<file path="src/rtl/complement_decode_4bits_pkg.sv">
// Shared constants and types for the complement-to-sign-magnitude decoder.
package complement_decode_4bits_pkg;

   // Operand and result width.
   localparam int WIDTH = 4;

   // Index of the last magnitude bit processed in CONV.
   localparam logic [1:0] LAST_IDX = 2'd2;

   // Control FSM encodings.
   typedef enum logic [1:0] {
      IDLE = 2'd0,
      CONV = 2'd1,
      DONE = 2'd2
   } state_t;

   // Carry preloaded into the serial adder at start.
   // Two's complement adds one to the inverted magnitude; one's complement adds nothing.
   function automatic logic carry_in(input logic neg, input logic twos);
      carry_in = neg & twos;
   endfunction

endpackage

</file>
<file path="src/rtl/complement_decode_4bits_if.sv">
// Request/result bundle for complement_decode_4bits.
// master drives the request, slave is the decoder.
interface complement_decode_4bits_if;
   import complement_decode_4bits_pkg::*;

   logic             start;
   logic [WIDTH-1:0] a;
   logic [WIDTH-1:0] sum;
   logic             busy;
   logic             finish;
   logic             ovf;

   modport master (
      output start,
      output a,
      input  sum,
      input  busy,
      input  finish,
      input  ovf
   );

   modport slave (
      input  start,
      input  a,
      output sum,
      output busy,
      output finish,
      output ovf
   );

endinterface

</file>
<file path="src/rtl/full_adder.sv">
// One-bit full adder used as the serial add cell of the decoder.
module full_adder (
   input  logic a,
   input  logic b,
   input  logic ci,
   output logic sum,
   output logic co
);

   // Plain combinational sum and carry.
   always_comb begin
      sum = a ^ b ^ ci;
      co  = (a & b) | (a & ci) | (b & ci);
   end

endmodule

</file>
<file path="src/rtl/complement_decode_4bits.sv">
// Serial complement-coded to sign-magnitude decoder.
// Converts one magnitude bit per cycle (bit 0..2) through a single full adder
// with a registered carry. Build option: define COMPLEMENT2_EN for a two's
// complement operand (carry-in 1, overflow reported); leave it undefined for
// one's complement (carry-in 0, overflow tied low).
module complement_decode_4bits
   import complement_decode_4bits_pkg::*;
(
   input  logic                           clk,
   input  logic                           rst,
   complement_decode_4bits_if.slave       bus
);

`ifdef COMPLEMENT2_EN
   localparam logic TWOS = 1'b1;
`else
   localparam logic TWOS = 1'b0;
`endif

   state_t           r_state;
   state_t           w_next_state;
   logic [WIDTH-1:0] r_a;
   logic [1:0]       r_idx;
   logic             r_c;
   logic [2:0]       r_mag;
   logic [WIDTH-1:0] r_sum;
   logic             r_ovf;

   logic             w_neg;
   logic             w_fa_a;
   logic             w_fa_sum;
   logic             w_fa_co;
   logic             w_last;

   assign w_neg  = r_a[WIDTH-1];
   assign w_last = (r_idx == LAST_IDX);

   // Negative operands add the carry to the inverted bit; positive ones pass
   // the bit straight through (carry is preloaded to zero for them).
   assign w_fa_a = w_neg ? ~r_a[r_idx] : r_a[r_idx];

   full_adder u_fa (
      .a   (w_fa_a),
      .b   (1'b0),
      .ci  (r_c),
      .sum (w_fa_sum),
      .co  (w_fa_co)
   );

   // State register; reset forces IDLE immediately.
   always_ff @(posedge clk or posedge rst) begin
      if (rst) begin
         r_state <= IDLE;
      end else begin
         r_state <= w_next_state;
      end
   end

   // Next state: start restarts from any state, CONV ends on the last bit,
   // IDLE and DONE hold.
   always_comb begin
      w_next_state = r_state;
      if (bus.start) begin
         w_next_state = CONV;
      end else begin
         case (r_state)
            CONV:    if (w_last) w_next_state = DONE;
            IDLE:    w_next_state = IDLE;
            DONE:    w_next_state = DONE;
            default: w_next_state = IDLE;
         endcase
      end
   end

   // Status outputs decoded from state.
   always_comb begin
      bus.busy   = 1'b0;
      bus.finish = 1'b0;
      case (r_state)
         CONV:    bus.busy   = 1'b1;
         DONE:    bus.finish = 1'b1;
         default: begin
            bus.busy   = 1'b0;
            bus.finish = 1'b0;
         end
      endcase
   end

   // Datapath: capture operand at start, then shift one magnitude bit per
   // CONV cycle; the last bit loads the result and overflow.
   always_ff @(posedge clk or posedge rst) begin
      if (rst) begin
         r_a   <= '0;
         r_idx <= 2'd0;
         r_c   <= 1'b0;
         r_mag <= 3'b000;
         r_sum <= '0;
         r_ovf <= 1'b0;
      end else if (bus.start) begin
         r_a   <= bus.a;
         r_idx <= 2'd0;
         r_c   <= carry_in(bus.a[WIDTH-1], TWOS);
         r_mag <= 3'b000;
         r_ovf <= 1'b0;
      end else if (r_state == CONV) begin
         r_mag[r_idx] <= w_fa_sum;
         r_c          <= w_fa_co;
         if (w_last) begin
            r_sum <= {r_a[WIDTH-1], w_fa_sum, r_mag[1:0]};
`ifdef COMPLEMENT2_EN
            r_ovf <= w_neg & w_fa_co;
`else
            r_ovf <= 1'b0;
`endif
         end else begin
            r_idx <= r_idx + 2'd1;
         end
      end
   end

   assign bus.sum = r_sum;
   assign bus.ovf = r_ovf;

endmodule

</file>
<file path="src/flat_wrapper.sv">
// flat-port wrapper written by rule: the top's interface ports become plain ports
module complement_decode_4bits_flat import complement_decode_4bits_pkg::*;
  (clk, rst, bus_start, bus_a, bus_sum, bus_busy, bus_finish, bus_ovf);
  complement_decode_4bits_if bus_i ();
  input  logic clk;
  input  logic rst;
  input wire logic [$bits(bus_i.start)-1:0] bus_start;
  input wire logic [$bits(bus_i.a)-1:0] bus_a;
  output wire logic [$bits(bus_i.sum)-1:0] bus_sum;
  output wire logic [$bits(bus_i.busy)-1:0] bus_busy;
  output wire logic [$bits(bus_i.finish)-1:0] bus_finish;
  output wire logic [$bits(bus_i.ovf)-1:0] bus_ovf;
  assign bus_i.start = bus_start;
  assign bus_i.a = bus_a;
  assign bus_sum = bus_i.sum;
  assign bus_busy = bus_i.busy;
  assign bus_finish = bus_i.finish;
  assign bus_ovf = bus_i.ovf;
  complement_decode_4bits u_core (.clk(clk), .rst(rst), .bus(bus_i));
endmodule
</file>
<file path="config.mk">
export PLATFORM = sky130hd
export DESIGN_NAME = complement_decode_4bits_flat
export DESIGN_NICKNAME = d
export VERILOG_FILES = /design/src/rtl/complement_decode_4bits_pkg.sv /design/src/rtl/complement_decode_4bits_if.sv /design/src/rtl/full_adder.sv /design/src/rtl/complement_decode_4bits.sv /design/src/flat_wrapper.sv
export SDC_FILE = /design/constraint.sdc
export NUM_CORES = 1
export LEC_CHECK = 0
export CORE_UTILIZATION = 50
export DETAILED_ROUTE_END_ITERATION = 12
export GPL_TIMING_DRIVEN = 0
export PLACE_DENSITY = 0.86
export RECOVER_POWER = 50
export SYNTH_ARGS = -nofsm -noshare
export SYNTH_HDL_FRONTEND = slang
export SYNTH_SLANG_ARGS = --single-unit
</file>
<file path="constraint.sdc">
create_clock -name clk -period 4.16 [get_ports clk]
set_input_delay 1.248 -clock clk [delete_from_list [all_inputs] [get_ports clk]]
set_output_delay 1.248 -clock clk [all_outputs]
set_load 0.005 [all_outputs]
</file>
==> impl_metrics.env <==
export IMPL_crit_arrival_ps=1450
export IMPL_final_cell_mix="15 x dfrtp_1, 10 x clkdlybuf4s50_1, 6 x ha_1, 5 x inv_1"
export IMPL_rsz0062_at_grt="false"
export IMPL_numPortBuffers=12
export IMPL_syn2layout_area_growth_pct=21.1
export IMPL_path_max_fanout=2
export IMPL_cp_required_ps=2910
export IMPL_crit_path_start_kind="flop"
export IMPL_yosysTopAreaCellShare_pct=47.9
export IMPL_report_power_total_w=0.000552
export IMPL_drive_above_1_share_pct=24.1
export IMPL_r2r_cells=5
export IMPL_cp_startpoint="u_core.r_state[1]"
export IMPL_path_class="flop to primary output"
export IMPL_pre_cts_slack_ps=1670
export IMPL_grt_use_total_pct=16.5
export IMPL_r2r_end="u_core.bus.sum[2]"
export IMPL_ys_ff_latch=15
export IMPL_fp_dieW_um=41.6
export IMPL_layout_setup_ws_ps=1460
export IMPL_setup_violations=0
export IMPL_antenna_left=0
export IMPL_max_cap_violations=0
export IMPL_cts_setup_buffers=0
export IMPL_dp_hpwl_um=950
export IMPL_hp_class="flop to flop"
export IMPL_finClkSkew_ps=4.83
export IMPL_insertion_delay_ps=290
export IMPL_die_area_um2=1730
export IMPL_drtIter0Drc=2
export IMPL_cts_resized=0
export IMPL_grt_pass1_vias=506
export IMPL_grt_first_pass_wirelength_mm=2.09
export IMPL_syn_area_um2=783
export IMPL_cts_root_buf="clkbuf_4"
export IMPL_drc_errors=0
export IMPL_n_antenna_cell=0
export IMPL_core_area_um2=1380
export IMPL_p_int_w=0.000368
export IMPL_overflow=0
export IMPL_synthArstFlopShare_pct=100
export IMPL_period_share_pct=64.9
export IMPL_reg2reg_from="u_core.r_a[3]"
export IMPL_tightest_slew_ps=561
export IMPL_clkTransAtPathRegs_ps=90
export IMPL_synth_edf_count=0
export IMPL_comb_power_share_pct=45.4
export IMPL_switching_share_pct=33.3
export IMPL_io_pins=14
export IMPL_utilization_pct=68.6
export IMPL_relSlewSlack_pct=62.5
export IMPL_p_clk_share_pct=15.2
export IMPL_power_switching_w=0.000184
export IMPL_die_h_um=41.6
export IMPL_drt_wl_total_mm=1.17
export IMPL_synth_seq_area_share_pct=47.9
export IMPL_synth_distinct_cells=22
export IMPL_hold_path_depth=1
export IMPL_yosys_warnings=0
export IMPL_hold_worst_slack_ps=513
export IMPL_post_route_min_period_ps=2700
export IMPL_syn_num_nets=76
export IMPL_layout_nets=93
export IMPL_drt_wirelength_per_cell_um=12.5
export IMPL_tns_ps=0
export IMPL_regArea_um2=375
export IMPL_hold_viol=0
export IMPL_p_per_area_nw_per_um2=582
export IMPL_fmaxAchievable_mhz=370
export IMPL_start_util_pct=56.7
export IMPL_status="finished clean"
export IMPL_power_frac_seq_pct=39.4
export IMPL_netlist_instances=63
export IMPL_p_leak_nw=0.472
export IMPL_drv_slew=0
export IMPL_htreeDepth=1
export IMPL_synth_ff_type="dfrtp_1"
export IMPL_crit_path_end_kind="primary output"
export IMPL_antenna_found_initial=0
export IMPL_multiInputGateArea_um2=365
export IMPL_via_per_inst=5.10
export IMPL_fill_cells=107
export IMPL_yosys_area_top_type="dfrtp_1"
export IMPL_grt_max_degree=16
export IMPL_num_vias=479
export IMPL_rrSetupSlack_ps=2580
export IMPL_postCtsHoldBufs=0
export IMPL_drt_pass1_iterations=2
export IMPL_gp_congestion=0.743
export IMPL_cts_tree="yes"
export IMPL_layout_cells_most_common="dfrtp_1"
export IMPL_synth_area_leaders="dfrtp_1 48%, ha_1 9.6%, mux2_4 7.7%, mux2_2 5.8%, mux2i_1 3.8%"
export IMPL_clk_path_buf_depth=2
export IMPL_crit_end="bus_busy"
export IMPL_max_vdd_ir_drop_mv=0.332
export IMPL_synth_area_per_cell_um2=12.4
export IMPL_cts_buffers=3
export IMPL_std_cell_rows=13
export IMPL_cts_sink_count=15
area by class of cell:
type,instances,area share [%]
plain buffers,3,2.37
clock inverters,1,0.528
multi-input cells,40,38.5
inverters,5,1.98
repair buffers,12,12.7
well taps,15,1.98
clock buffers,3,2.37
flip-flops and latches,15,39.6
how the worst min path moves through the flow:
stage / end / slack [ps] / start
6_report: u_core.bus.sum[0] / 510 / u_core.r_mag[0]
3_5_place_dp: u_core.bus.sum[0] / 500 / u_core.r_mag[0]
4_1_cts: u_core.bus.sum[0] / 520 / u_core.r_mag[0]
2_1_floorplan: u_core.bus.sum[0] / 480 / u_core.r_mag[0]
5_1_grt: u_core.bus.sum[0] / 540 / u_core.r_mag[0]
3_3_place_gp: u_core.bus.sum[1] / 490 / u_core.r_mag[1]
cell usage after synthesis (2+ instances only):
master and number:
inv_1 5, xor2_1 3, nor2_1 3, mux2_2 4
a21oi_1 2, nand3_1 3, dfrtp_1 15, nand2_1 4
mux2_4 4, ha_1 6, mux2i_1 3
logic make-up after synthesis:
group           share of synthesized area (%)
compound gates                           4.63
fa+ha+maj                                9.58
xor+xnor                                 4.47
buf+inv                                  5.43
mux                                      17.3
other cells                             0.479
simple gates                             10.2
flops                                    47.9
per-layer routing:
layer  vias up  share of wire, %  track usage (%)
li1        239                 -                -
met1       227                42             20.4
met2        11                52             27.2
met3         2               3.6             3.91
met4         0               2.1             7.74
met5         -                 0                0
power by group through the flow:
stage / Clock (W) / Sequential [W] / Combinational, W
3_3_place_gp: 0 / 0.000216 / 0.000244
4_1_cts: 0.0000870 / 0.000218 / 0.000254
6_report: 0.0000836 / 0.000218 / 0.000251
3_5_place_dp: 0 / 0.000222 / 0.000253
2_1_floorplan: 0 / 0.000214 / 0.000176
5_1_grt: 0.0000952 / 0.000224 / 0.000276
sequential cells by signal, indices dropped and copies added (netlist names):
register,count
u_core.r_a,4
u_core.r_idx,2
u_core.r_mag,2
u_core.bus.sum,4
u_core.r_state,2
u_core.r_c,1
per-stage QoR:
step	cells	cell area, um^2
after CTS	94	950
after floorplan	63	783
after global placement	90	922
final	94	948
after detailed placement	90	922
after global routing	94	948
critical path, cell delays in order (launching register included):
cell	delay [ps]
dfrtp_1	390
inv_1	90
ha_1	180
clkdlybuf4s50_1	500
Power figures use the tool's default switching activity.
==> RTL change 1, RTL diff (config.mk and constraints unchanged) <==
Build with the macro `COMPLEMENT2_EN` defined.
--- a/src/rtl/complement_decode_4bits.sv
+++ b/src/rtl/complement_decode_4bits.sv
@@ -5,2 +5,4 @@
 // one's complement (carry-in 0, overflow tied low).
+`define COMPLEMENT2_EN
+
 module complement_decode_4bits
Behaviour: not the same (Yosys sat finds a counterexample within 10 cycles, from zero or initial values and one cycle with rst high).
==> RTL change 1 against the unedited design <==
- power grew 0.20%
- setup slack gained 0.010 ns
- register-to-register slack is essentially flat
- synthesized area grew 0.64%
- design area grew 1.1%
- wire length grew 0.43%
- sequential cell count grew 1
- sequential share of layout area grew 2.2 points
- count of clock-buffer cells in the layout is the same
- critical endpoint unchanged
- largest cell class unchanged
==> RTL change 1: results (changes against the unedited design) <==
run_status:
  status: "completed"  # unchanged
hold_path:
  min_from: "u_core.bus.sum[3]$_DFFE_PP0P_"  # was u_core.r_mag[0]$_DFFE_PP0P_
  holdPathEnd: "u_core.bus.sum[3]$_DFFE_PP0P_"  # was u_core.bus.sum[0]$_DFFE_PP0P_
  hold_class: "flip-flop to flip-flop"  # unchanged
  whs_path_depth: 2  # was 1
critical_path:
  arrival_ns: 1.44
  r2r_slack_ns: 2.58  # about the same
  worstPathMaxFanout: 2  # unchanged
  r2r-start: "u_core.r_idx[1]$_DFFE_PP0P_"  # was u_core.r_a[3]$_DFFE_PP0P_
  r2r-end: "u_core.bus.sum[2]$_DFFE_PP0P_"  # unchanged
  reg2reg_depth: 5  # unchanged
  critPathLaunch: "u_core.r_state[1]$_DFFE_PP0P_"  # unchanged
clock_tree:
  numCtsBuffers: 3  # unchanged
  htree_levels: 1  # unchanged
  clk_pin_slew_ns: 0.08
  cts_resized: 0  # unchanged
  clock_latency_ns: 0.29  # about the same
  cts_setup_buffers: 0  # unchanged
  clockBufferDepth: 2  # unchanged
  cts_root_buffer: "clkbuf_4"  # unchanged
global_route:
  grt_pass1_wl_mm: 2.30  # was 2.09 mm
  met2_usage: 0.300  # was 0.272
  grt_pass1_vias: 541  # was 506
  use_met3: 0.0652  # was 0.0391
  track_usage: 0.186  # was 0.165
  grt_max_degree: 17  # was 16
  use_met1: 0.201  # was 0.204
  antenna_found_initial: 0  # unchanged
synthesis:
  ys_seq_area_frac: 0.508  # was 0.479
  async_flop_share: 1.00  # unchanged
  synth_nets: 81  # was 76
  yosysWarnings: 0  # unchanged
  synthTopCellsByArea: "dfrtp_1, ha_1, mux2_2, nand2_1, mux2i_1"  # was dfrtp_1, ha_1, mux2_4, mux2_2, mux2i_1
  yosysUniqueCellTypes: 20  # was 22
  synth_commonest_cells: "dfrtp_1, nand2_1, ha_1, inv_1, mux2_2"  # was dfrtp_1, ha_1, inv_1
routing:
  drtPass1Iterations: 4  # was 2
  finalWirelength_mm: 1.18  # was 1.17 mm
  vias: 527  # was 479
  drt_iter0_drc: 2  # unchanged
placement:
  place_area_sq_um: 937  # was 922 sq um
  dp_hpwl_um: 934  # was 950 um
  dp_slack_ns: 1.65  # was 1.67 ns
  io_buffer_count: 13  # was 12
  gp_congestion: 0.758  # was 0.743
sta:
  tns_ns: 0  # unchanged
  fin_worst_skew_ns: 0.00532  # was 0.00483 ns
  fin_hold_ws_ns: 0.483  # was 0.513 ns
  worstMarginPinSlew_ns: 0.594  # was 0.561 ns
final_layout:
  fin_nets: 99  # was 93
  diodes: 0  # unchanged
  layout-drive-gt1-share: 0.155  # was 0.241
  fin_area_sq_um: 958  # was 948 sq um
pwr:
  p_leak_nw: 0.455  # was 0.472 nW
  ir_worst_vdd_mv: 0.367  # was 0.332 mV
RTL change 1: changes by cell type in the layout (fill, tap and decap cells not counted), moves of 2 or more:
cell     change
nand2_1      +5
mux2_4       -4
o21ai_0      +3
xor2_1       -3
mux2_2       +2
xnor2_1      +2
RTL change 1: worst max-delay path, stage by stage (launching register included):
cell and delay, ns:
dfrtp_1 0.39, inv_1 0.08, ha_1 0.18, clkdlybuf4s50_1 0.51
RTL change 1: area by class of cell:
type	instances	area (sq um)
multi-input cells	44	349
clock buffers	3	22.5
fillers	119	424
flip-flops and latches	16	400
plain buffers	2	15.0
well taps	15	18.8
repair buffers	13	130
inverters	6	22.5
RTL change 1: how the worst max path moves through the flow:
stage / cells after the start / endpoint / slack, ns
after global routing: 3 / bus_busy / 1.39
after floorplan: 2 / bus_busy / 2.31
after global placement: 3 / u_core.bus.sum[1]$_DFFE_PP0P_ / 1.70
final: 3 / bus_busy / 1.47
after detailed placement: 3 / u_core.bus.sum[2]$_DFFE_PP0P_ / 1.65
after CTS: 3 / bus_busy / 1.45
RTL change 1: cell families after synthesis:
family,count (synthesis),synth area share
mux,9,0.124
flops,16,0.508
simple gates,17,0.124
fa+ha+maj,6,0.0952
xor+xnor,3,0.0333
buf+inv,8,0.0492
compound gates,9,0.0667
RTL change 1: metal layers:
| metal | routed length (um) | part of all wire |
|---|---|---|
| met4 | 44 | 0.037 |
| met2 | 605 | 0.51 |
| met5 | 0 | 0 |
| met1 | 456 | 0.39 |
| met3 | 70 | 0.059 |
RTL change 1: metrics by stage:
stage	instances	utilization
final	99	0.693
after global routing	99	0.693
after CTS	99	0.694
after detailed placement	96	0.678
after global placement	96	0.678
after floorplan	68	-
RTL change 1: power by group:
group / switching (mW) / total (mW) / internal [mW]
Sequential: 0.0289 / 0.226 / 0.198
Combinational: 0.110 / 0.248 / 0.138
Clock: 0.0450 / 0.0788 / 0.0337
Total: 0.184 / 0.553 / 0.369
==> RTL change 2, RTL diff (same flow settings) <==
Made on the original files. Re-encode `state_t` (3 states) as one-hot, 3 bits wide.
--- a/src/rtl/complement_decode_4bits_pkg.sv
+++ b/src/rtl/complement_decode_4bits_pkg.sv
@@ -10,6 +10,6 @@
    // Control FSM encodings.
-   typedef enum logic [1:0] {
-      IDLE = 2'd0,
-      CONV = 2'd1,
-      DONE = 2'd2
+   typedef enum logic [2:0] {
+      IDLE = 3'b001,
+      CONV = 3'b010,
+      DONE = 3'b100
    } state_t;
Check against the original RTL: same outputs for any inputs over 10 cycles, from zero or initial values and one cycle with rst high; not proved beyond that.
==> RTL change 2 against the unedited design <==
- clock power barely moved
- synthesized area fell by 0.16%
- sequential power rose by 11%
- setup slack got worse by 0.23 ns
- global-route usage fell by 1.2 points
- die area fell by 0.17%
- sequential cell count rose by 1
- design area fell by 1.5%
- utilization fell by 1.0 points
- wire length fell by 7.3%
- power rose by 4.8%
- critical endpoint unchanged
- largest cell class unchanged
==> RTL change 2: results (changes against the unedited design) <==
run_status:
  status: "completed"  # unchanged
clock_tree:
  cts_resized: 0  # unchanged
  cts_setup_buffers: 0  # unchanged
  clockBufferDepth: 2  # unchanged
  htree_levels: 1  # unchanged
  clk_pin_slew_ns: 0.09  # about the same
  clock_latency_ns: 0.28
synthesis:
  ys_seq_area_frac: 0.514  # was 0.479
  netlist_area_sq_um: 782  # was 783 sq um
  synth_nets: 71  # was 76
  synth_xor_xnor_area_share: 0.0336  # was 0.0447
  yosysUniqueCellTypes: 24  # was 22
  synth_mux_area_frac: 0.173  # about the same
  async_flop_share: 1.00  # unchanged
  yosysWarnings: 0  # unchanged
  synthTopCellsByArea: "dfrtp_1, mux2_4, ha_1, mux2_2, mux2i_1"  # was dfrtp_1, ha_1, mux2_4, mux2_2, mux2i_1
  synthAdderAreaFrac: 0.0640  # was 0.0958
  synth_compound_area_frac: 0.0528  # was 0.0463
critical_path:
  slowest_stage: "clkdlybuf4s50_1"  # unchanged
  worstPathMaxFanout: 8  # was 2
  r2r_slack_ns: 2.53  # was 2.58 ns
  cp_slowest_stage_delay_ns: 0.57  # was 0.50 ns
  arrival_ns: 1.68  # was 1.45 ns
  path_delay_family: "buffers and inverters"  # unchanged
placement:
  io_buffer_count: 12  # unchanged
  gp_congestion: 0.738  # was 0.743
  dp_hpwl_um: 810  # was 950 um
sta:
  fin_hold_ws_ns: 0.504  # was 0.513 ns
  fin_worst_skew_ns: 0.00384  # was 0.00483 ns
  worstMarginPinSlew_ns: 0.588  # was 0.561 ns
global_route:
  grt_pass1_vias: 482  # was 506
  grt_pass1_wl_mm: 2.06  # was 2.09 mm
  grt_max_degree: 17  # was 16
  track_usage: 0.153  # was 0.165
routing:
  drt_iter0_drc: 5  # was 2
  finalWirelength_mm: 1.09  # was 1.17 mm
  vias: 470  # was 479
final_layout:
  layout-drive-gt1-share: 0.237  # was 0.241
  fin_nets: 88  # was 93
  diodes: 0  # unchanged
pwr:
  p_leak_nw: 0.441  # was 0.472 nW
  ir_worst_vdd_mv: 0.351  # was 0.332 mV
hold_path:
  hold_class: "flip-flop to flip-flop"  # unchanged
RTL change 2: changes by cell type in the layout (fill, tap and decap cells not counted), sizes merged, moves of 2 or more:
cell and change:
xor2 -2, a21bo +2, nand2 -2, ha -2
RTL change 2: per-layer routing:
metal	GRT usage	part of all wire	vias to the layer above
li1	-	-	233
met1	0.203	0.49	218
met2	0.241	0.44	16
met3	0.0261	0.046	3
met4	0.0774	0.023	0
met5	0	0	-
RTL change 2: where the power goes:
part,total [mW],switching (mW),internal (mW)
sequential,0.243,0.0381,0.205
combinational,0.252,0.0978,0.154
clock,0.0839,0.0466,0.0373
total,0.579,0.183,0.396
RTL change 2: final cells by class:
type                    count  area [sq um]
plain buffers               2          11.3
flip-flops and latches     16           402
repair buffers             12           120
fillers                   115           448
multi-input cells          38           342
clock buffers               4          26.3
inverters                   4          15.0
well taps                  15          18.8
RTL change 2: stage by stage:
stage	setup WS [ns]	util	instance area (sq um)	cells
2_1_floorplan	2.13	-	782	60
3_3_place_gp	1.47	0.666	921	87
3_5_place_dp	1.47	0.666	921	87
4_1_cts	1.16	0.685	947	91
5_1_grt	1.14	0.676	935	91
6_report	1.23	0.676	935	91
RTL change 2: worst paths after layout:
check	from	end	cells past startpoint
min	u_core.r_mag[1]$_DFFE_PP0P_	u_core.bus.sum[1]$_DFFE_PP0P_	1
max reg2reg	u_core.r_state[2]$_DFFE_PP0P_	u_core.bus.sum[3]$_DFFE_PP0P_	3
max in group asynchronous	rst	u_core.r_idx[0]$_DFFE_PP0P_	2
min reg2reg	u_core.r_mag[1]$_DFFE_PP0P_	u_core.bus.sum[1]$_DFFE_PP0P_	1
max	u_core.r_state[2]$_DFFE_PP0P_	bus_busy	2
min in group asynchronous	rst	u_core.r_a[3]$_DFFE_PP0P_	2
